<file path="config.mk">
export PLATFORM = sky130hd
export DESIGN_NAME = gpio_bus_arbiter
export DESIGN_NICKNAME = d
export VERILOG_FILES = /design/src/rtl/gpio_pkg.sv /design/src/rtl/rr_arbiter.sv /design/src/rtl/gpio_bus_arbiter.sv
export SDC_FILE = /design/constraint.sdc
export NUM_CORES = 1
export LEC_CHECK = 0
export ABC_AREA = 1
export BUFFER_PORTS_ARGS = -buffer_cell sky130_fd_sc_hd__buf_2
export CAP_MARGIN = 10
export CORE_MARGIN = 1.5
export CORE_UTILIZATION = 35
export CTS_BUF_LIST = sky130_fd_sc_hd__clkbuf_8
export DETAILED_ROUTE_END_ITERATION = 10
export PLACE_DENSITY_LB_ADDON = 0.1
export SYNTH_ARGS = -nofsm -noshare
export SYNTH_HDL_FRONTEND = slang
export SYNTH_SLANG_ARGS = --single-unit
</file>
<file path="constraint.sdc">
create_clock -name clk -period 3.51 [get_ports clk]
set_input_delay 0.5265 -clock clk [delete_from_list [all_inputs] [get_ports clk]]
set_output_delay 0.5265 -clock clk [all_outputs]
set_load 0.02 [all_outputs]
</file>
<file path="src/rtl/gpio_pkg.sv">
// gpio_pkg: shared definitions for the GPIO bus arbiter.
//   - GPIO register address constants
//   - arbiter FSM state encoding
//   - is_legal(): access legality check against the GPIO register map
package gpio_pkg;

  localparam int unsigned PDOR_ADDR = 0;  // write-only
  localparam int unsigned PSOR_ADDR = 1;  // write-only
  localparam int unsigned PCOR_ADDR = 2;  // write-only
  localparam int unsigned PTOR_ADDR = 3;  // write-only
  localparam int unsigned PDIR_ADDR = 4;  // read-only
  localparam int unsigned PDDR_ADDR = 5;  // read/write

  typedef enum logic [1:0] {
    ST_IDLE  = 2'd0,
    ST_ISSUE = 2'd1,
    ST_RESP  = 2'd2
  } state_t;

  // Address is passed zero-extended to 32 bits so the check is independent of AW.
  function automatic logic is_legal(input logic we, input logic [31:0] addr);
    if (we) begin
      return (addr <= 32'(PTOR_ADDR)) || (addr == 32'(PDDR_ADDR));
    end
    return (addr == 32'(PDIR_ADDR)) || (addr == 32'(PDDR_ADDR));
  endfunction

endpackage

</file>
<file path="src/rtl/rr_arbiter.sv">
// rr_arbiter: round-robin grant selection with an internal priority pointer.
// Ports:
//   clk, rst        clock, synchronous active-high reset (pointer -> 0)
//   req_i[N]        request vector
//   enable_i        when high and a grant exists, pointer moves to grant+1 mod N
//   grant_onehot_o  one-hot grant, first requester at/after the pointer
//   grant_idx_o     index of the granted requester
//   any_o           at least one request is pending
module rr_arbiter #(
  parameter int N = 2,
  localparam int IW = (N > 1) ? $clog2(N) : 1
) (
  input  logic          clk,
  input  logic          rst,
  input  logic [N-1:0]  req_i,
  input  logic          enable_i,
  output logic [N-1:0]  grant_onehot_o,
  output logic [IW-1:0] grant_idx_o,
  output logic          any_o
);

  logic [IW-1:0] ptr_q;

  always_comb begin
    int j;
    j              = 0;
    any_o          = 1'b0;
    grant_idx_o    = '0;
    grant_onehot_o = '0;
    // Scan circularly starting at the pointer; the first hit wins.
    for (int i = 0; i < N; i++) begin
      j = int'(ptr_q) + i;
      if (j >= N) j = j - N;
      if (!any_o && req_i[IW'(j)]) begin
        any_o       = 1'b1;
        grant_idx_o = IW'(j);
      end
    end
    if (any_o) grant_onehot_o[grant_idx_o] = 1'b1;
  end

  always_ff @(posedge clk) begin
    if (rst) begin
      ptr_q <= '0;
    end else if (enable_i && any_o) begin
      ptr_q <= (grant_idx_o == IW'(N - 1)) ? '0 : grant_idx_o + IW'(1);
    end
  end

endmodule

</file>
<file path="src/rtl/gpio_bus_arbiter.sv">
// gpio_bus_arbiter: shares one GPIO register port between NREQ requesters.
// Round-robin arbitration, req/ack handshake, one access per 3 cycles.
// Illegal accesses (read of write-only, write of PDIR, unmapped) are acked
// with err_o and never reach the GPIO.
//
// state    | meaning
// ---------+-----------------------------------------------------------
// ST_IDLE  | waiting; on any request grant, capture command, advance RR
// ST_ISSUE | drive the GPIO clken/rden/wren cycle (legal access only)
// ST_RESP  | ack the granted requester, return gpio_q / err
//
// Ports:
//   clk, rst                 clock, synchronous active-high reset
//   req_i/req_we_i           per-requester request and direction
//   req_addr_i/req_wdata_i   packed per-requester address / write data
//   ack_o, err_o, rdata_o    one-cycle completion, error flag, read data
//   busy_o                   FSM not idle
//   gpio_*                   GPIO register port (gpio_q: registered read data)
module gpio_bus_arbiter
  import gpio_pkg::*;
#(
  parameter int NREQ  = 2,
  parameter int WIDTH = 32,
  parameter int AW    = 4
) (
  input  logic                  clk,
  input  logic                  rst,
  input  logic [NREQ-1:0]       req_i,
  input  logic [NREQ-1:0]       req_we_i,
  input  logic [NREQ*AW-1:0]    req_addr_i,
  input  logic [NREQ*WIDTH-1:0] req_wdata_i,
  output logic [NREQ-1:0]       ack_o,
  output logic                  err_o,
  output logic [WIDTH-1:0]      rdata_o,
  output logic                  busy_o,
  output logic [AW-1:0]         gpio_address,
  output logic [WIDTH-1:0]      gpio_data,
  output logic                  gpio_rden,
  output logic                  gpio_wren,
  output logic                  gpio_clken,
  input  logic [WIDTH-1:0]      gpio_q
);

  localparam int IW = (NREQ > 1) ? $clog2(NREQ) : 1;

  state_t            state_q, state_d;
  logic [NREQ-1:0]   grant_q;
  logic              we_q;
  logic              legal_q;
  logic [AW-1:0]     gpio_addr_q;
  logic [WIDTH-1:0]  gpio_data_q;

  logic [NREQ-1:0]   arb_onehot;
  logic [IW-1:0]     arb_idx;
  logic              arb_any;
  logic              capture;

  logic              sel_we;
  logic [AW-1:0]     sel_addr;
  logic [WIDTH-1:0]  sel_wdata;
  logic              sel_legal;

  assign capture = (state_q == ST_IDLE) && arb_any;

  rr_arbiter #(.N(NREQ)) u_rr (
    .clk            (clk),
    .rst            (rst),
    .req_i          (req_i),
    .enable_i       (state_q == ST_IDLE),
    .grant_onehot_o (arb_onehot),
    .grant_idx_o    (arb_idx),
    .any_o          (arb_any)
  );

  always_comb begin
    sel_we    = 1'b0;
    sel_addr  = '0;
    sel_wdata = '0;
    for (int n = 0; n < NREQ; n++) begin
      if (arb_idx == IW'(n)) begin
        sel_we    = req_we_i[n];
        sel_addr  = req_addr_i[n*AW +: AW];
        sel_wdata = req_wdata_i[n*WIDTH +: WIDTH];
      end
    end
    sel_legal = is_legal(sel_we, 32'(sel_addr));
  end

  always_ff @(posedge clk) begin
    if (rst) begin
      state_q     <= ST_IDLE;
      grant_q     <= '0;
      we_q        <= 1'b0;
      legal_q     <= 1'b0;
      gpio_addr_q <= '0;
      gpio_data_q <= '0;
    end else begin
      state_q <= state_d;
      if (capture) begin
        grant_q <= arb_onehot;
        we_q    <= sel_we;
        legal_q <= sel_legal;
        // GPIO bus lines only move for accesses that will actually be issued.
        if (sel_legal) begin
          gpio_addr_q <= sel_addr;
          gpio_data_q <= sel_wdata;
        end
      end
    end
  end

  always_comb begin
    state_d    = state_q;
    ack_o      = '0;
    err_o      = 1'b0;
    rdata_o    = '0;
    gpio_clken = 1'b0;
    gpio_wren  = 1'b0;
    gpio_rden  = 1'b0;
    case (state_q)
      ST_IDLE: begin
        if (arb_any) state_d = ST_ISSUE;
      end
      ST_ISSUE: begin
        if (legal_q) begin
          gpio_clken = 1'b1;
          gpio_wren  = we_q;
          gpio_rden  = ~we_q;
        end
        state_d = ST_RESP;
      end
      ST_RESP: begin
        ack_o = grant_q;
        err_o = ~legal_q;
        // gpio_q was registered at the edge that ended ISSUE.
        if (legal_q && !we_q) rdata_o = gpio_q;
        state_d = ST_IDLE;
      end
      default: state_d = ST_IDLE;
    endcase
  end

  assign busy_o       = (state_q != ST_IDLE);
  assign gpio_address = gpio_addr_q;
  assign gpio_data    = gpio_data_q;

endmodule

</file>
==> results.py <==
metrics = {
    "status": {
        "status": "completed",
    },
    "critical_path": {
        "endpoint_kind": "output port",
        "crit_arrival_ns": 1.95,
        "critPathMaxStageDelay_ns": 0.59,
        "worstRegToRegCells": 10,
        "critical_path_required_ns": 2.98,
        "startpoint_type": "flip-flop",
        "critPathBufInv": 2,
        "critPathTopFamily": "simple AND/OR/NAND/NOR gates",
        "critPathMaxFanout": 35,
        "cp.depth": 4,
        "crit_type": "flip-flop to output port",
        "cpMaxStageDelayCell": "nand2_1",
        "path_cells": "inv_1 > nand2_1 > nor3b_1 > buf_2",
    },
    "logic_synthesis": {
        "synth.net_count": 547,
        "synth_top_area_share_pct": 32.4,
        "ys.flop_type": "dfxtp_1",
        "syn_area_um2": 2650,
        "synth_warnings": 0,
        "synth_area_leaders": "dfxtp_1 32%, nand2_1 22%, nor3b_1 9.1%, a21oi_1 7.2%, nand3_1 7.2%",
        "synthDistinctLibCells": 20,
        "ys_seq_elements": 43,
        "syn_inst": 437,
        "synth_edf_count": 0,
        "seq_area_frac_synth_pct": 32.4,
        "async_reset_ff_share_pct": 0,
        "yosys.area.top_type": "dfxtp_1",
        "syn_avg_cell_area_um2": 6.07,
    },
    "clocking": {
        "cts_setup_buffers": 0,
        "holdBufCountCts": 0,
        "cts.clk_slew.worst_paths_ns": 0.08,
        "cts_sinks": 43,
        "cts_max_path_buffers": 2,
        "cts_resized": 0,
        "htreeDepth": 2,
        "cts_made_buffers": 5,
        "root_buffer": "clkbuf_8",
        "cts_tree": "done",
        "insertion_delay_ns": 0.29,
    },
    "routing": {
        "drt_iter0_drc": 107,
        "met1_length_um": 3650,
        "top_layer": "met4",
        "vias": 3117,
        "first_pass_iters": 4,
        "drc": 0,
        "wl_met3_um": 390,
        "ant_nets": 0,
        "via_per_inst": 4.44,
        "wl_um": 7720,
        "wl_per_cell_um": 11.0,
        "wl_met2_um": 3600,
    },
    "timing": {
        "slew_viol_final": 0,
        "hold_viol_final": 0,
        "tns_ns": 0,
        "fin_worst_skew_ns": 0.00644,
        "tightest_slew_ns": 1.05,
        "holdWs_ns": 0.444,
        "slew_headroom_pct": 29.9,
        "final.min_clock_period_ns": 2.48,
        "setup_viol": 0,
        "fmax_ghz": 0.403,
        "finalCritPeriodShare_pct": 70.6,
        "rsz0062_at_grt": "false",
    },
    "floorplanning": {
        "die_area_um2": 8110,
        "core_area_um2": 7290,
        "rows": 31,
        "ioPinCount": 185,
        "fp.dieW_um": 90.1,
        "initial_utilization_pct": 36.4,
        "fp.dieH_um": 90.1,
    },
    "global_routing": {
        "grt_pass1_wl_um": 12800,
        "grt_start_max_net_pins": 57,
        "grt-ovfl-total": 0,
        "grt_antenna_before_repair": 0,
        "gr-usage-all-layers_pct": 18.7,
        "grt_pass1_vias": 2800,
    },
    "cells_and_area": {
        "antenna_cells": 0,
        "final_cell_mix": "183 x buf_2, 154 x nand2_1, 48 x inv_1",
        "drive_above_1_share_pct": 33.7,
        "stdcell_count": 702,
        "nFillCells": 815,
        "area_growth_pct": 39.0,
        "nets": 712,
        "final_common_cell": "buf_2",
    },
    "power_and_ir_drop": {
        "power.density_cell_area_nw_per_um2": 347,
        "ir_drop_v": 0.000150,
        "p_leak_nw": 2.14,
        "p_int_mw": 0.889,
        "pwr-share-seq_pct": 42.0,
        "pwr-share-clk_pct": 31.2,
        "comb_power_share_pct": 26.8,
        "p_sw_share_pct": 30.6,
        "p_sw_mw": 0.391,
    },
    "place": {
        "hpwl_um": 5700,
        "portBuffers": 183,
        "place_inst": 694,
        "gp_congestion": 0.759,
    },
    "flow_run": {
        "maxCapViolations": 0,
    },
    "min_path": {
        "whs_path_depth": 2,
        "hold_path.class": "flip-flop to flip-flop",
    },
}
## path summary, 6_finish.rpt
path / slack [ns] / startpoint / endpoint
worst max-delay path: 1.03 / state_q[0] / rdata_o[21]
worst min-delay path: 0.44 / gpio_address[3] / gpio_address[3]
worst max register to register: 1.50 / u_rr.ptr_q / legal_q
worst min register to register: 0.44 / gpio_address[3] / gpio_address[3]
## registers in the layout (all words and copies together), names as in the netlist
name and cells:
state_q 2, we_q 1, u_rr.ptr_q 1, gpio_data 32, gpio_address 4, grant_q 2, legal_q 1
## logic make-up after synthesis
logic type	synth area share (%)
and+or+nand+nor	45.8
buffers and inverters	13.9
DFF	32.4
AOI/OAI and AO/OA	7.92
## cell usage after synthesis, types with 2 or more instances
master	number
nand3_1	38
inv_1	48
nand2_2	2
a21oi_1	38
clkbuf_1	11
nor3b_1	32
buf_2	9
nor2_2	2
buf_6	7
buf_4	2
nand2_1	154
nor2_1	44
dfxtp_1	43
## worst register-to-register path, delay by kind of cell, from the launching register on
kind / cells / cell delay, ns
compound gates: 1 / 0.16
flops: 1 / 0.43
buf+inv: 2 / 0.51
simple gates: 7 / 0.86
## power by group through the flow
| stage | clock network, mW | registers, mW | logic (mW) |
|---|---|---|---|
| final | 0.399 | 0.537 | 0.343 |
| after global placement | 0 | 0.547 | 0.344 |
| after global routing | 0.434 | 0.542 | 0.391 |
| after CTS | 0.414 | 0.538 | 0.347 |
| after detailed placement | 0 | 0.549 | 0.347 |
| after floorplan | 0 | 0.582 | 0.198 |
## per-layer routing
layer  up-vias  GRT usage (%)
met4         0           3.97
met1      1345           23.8
met3         8           4.23
met2        85           32.1
li1       1679              -
met5         -              0
## through the flow
stage	area, µm²	power (mW)	util, %	worst slack [ns]
after detailed placement	3570	0.895	49.0	1.19
final	3690	1.28	50.6	1.03
after CTS	3690	1.30	50.6	1.07
after global routing	3690	1.37	50.6	0.781
after floorplan	2650	0.780	-	1.73
after global placement	3570	0.891	49.0	1.21
## cell type report
| cell class | count | area [µm²] | area share, % |
|---|---|---|---|
| multi-input combinational | 315 | 1430 | 38.6 |
| timing repair buffer | 188 | 978 | 26.5 |
| clock inverter | 2 | 35.0 | 0.949 |
| tap | 99 | 124 | 3.36 |
| clock buffer | 6 | 82.6 | 2.24 |
| sequential | 43 | 861 | 23.3 |
| inverter | 49 | 184 | 4.98 |
Note: power is estimated with default switching activity, not from simulation.
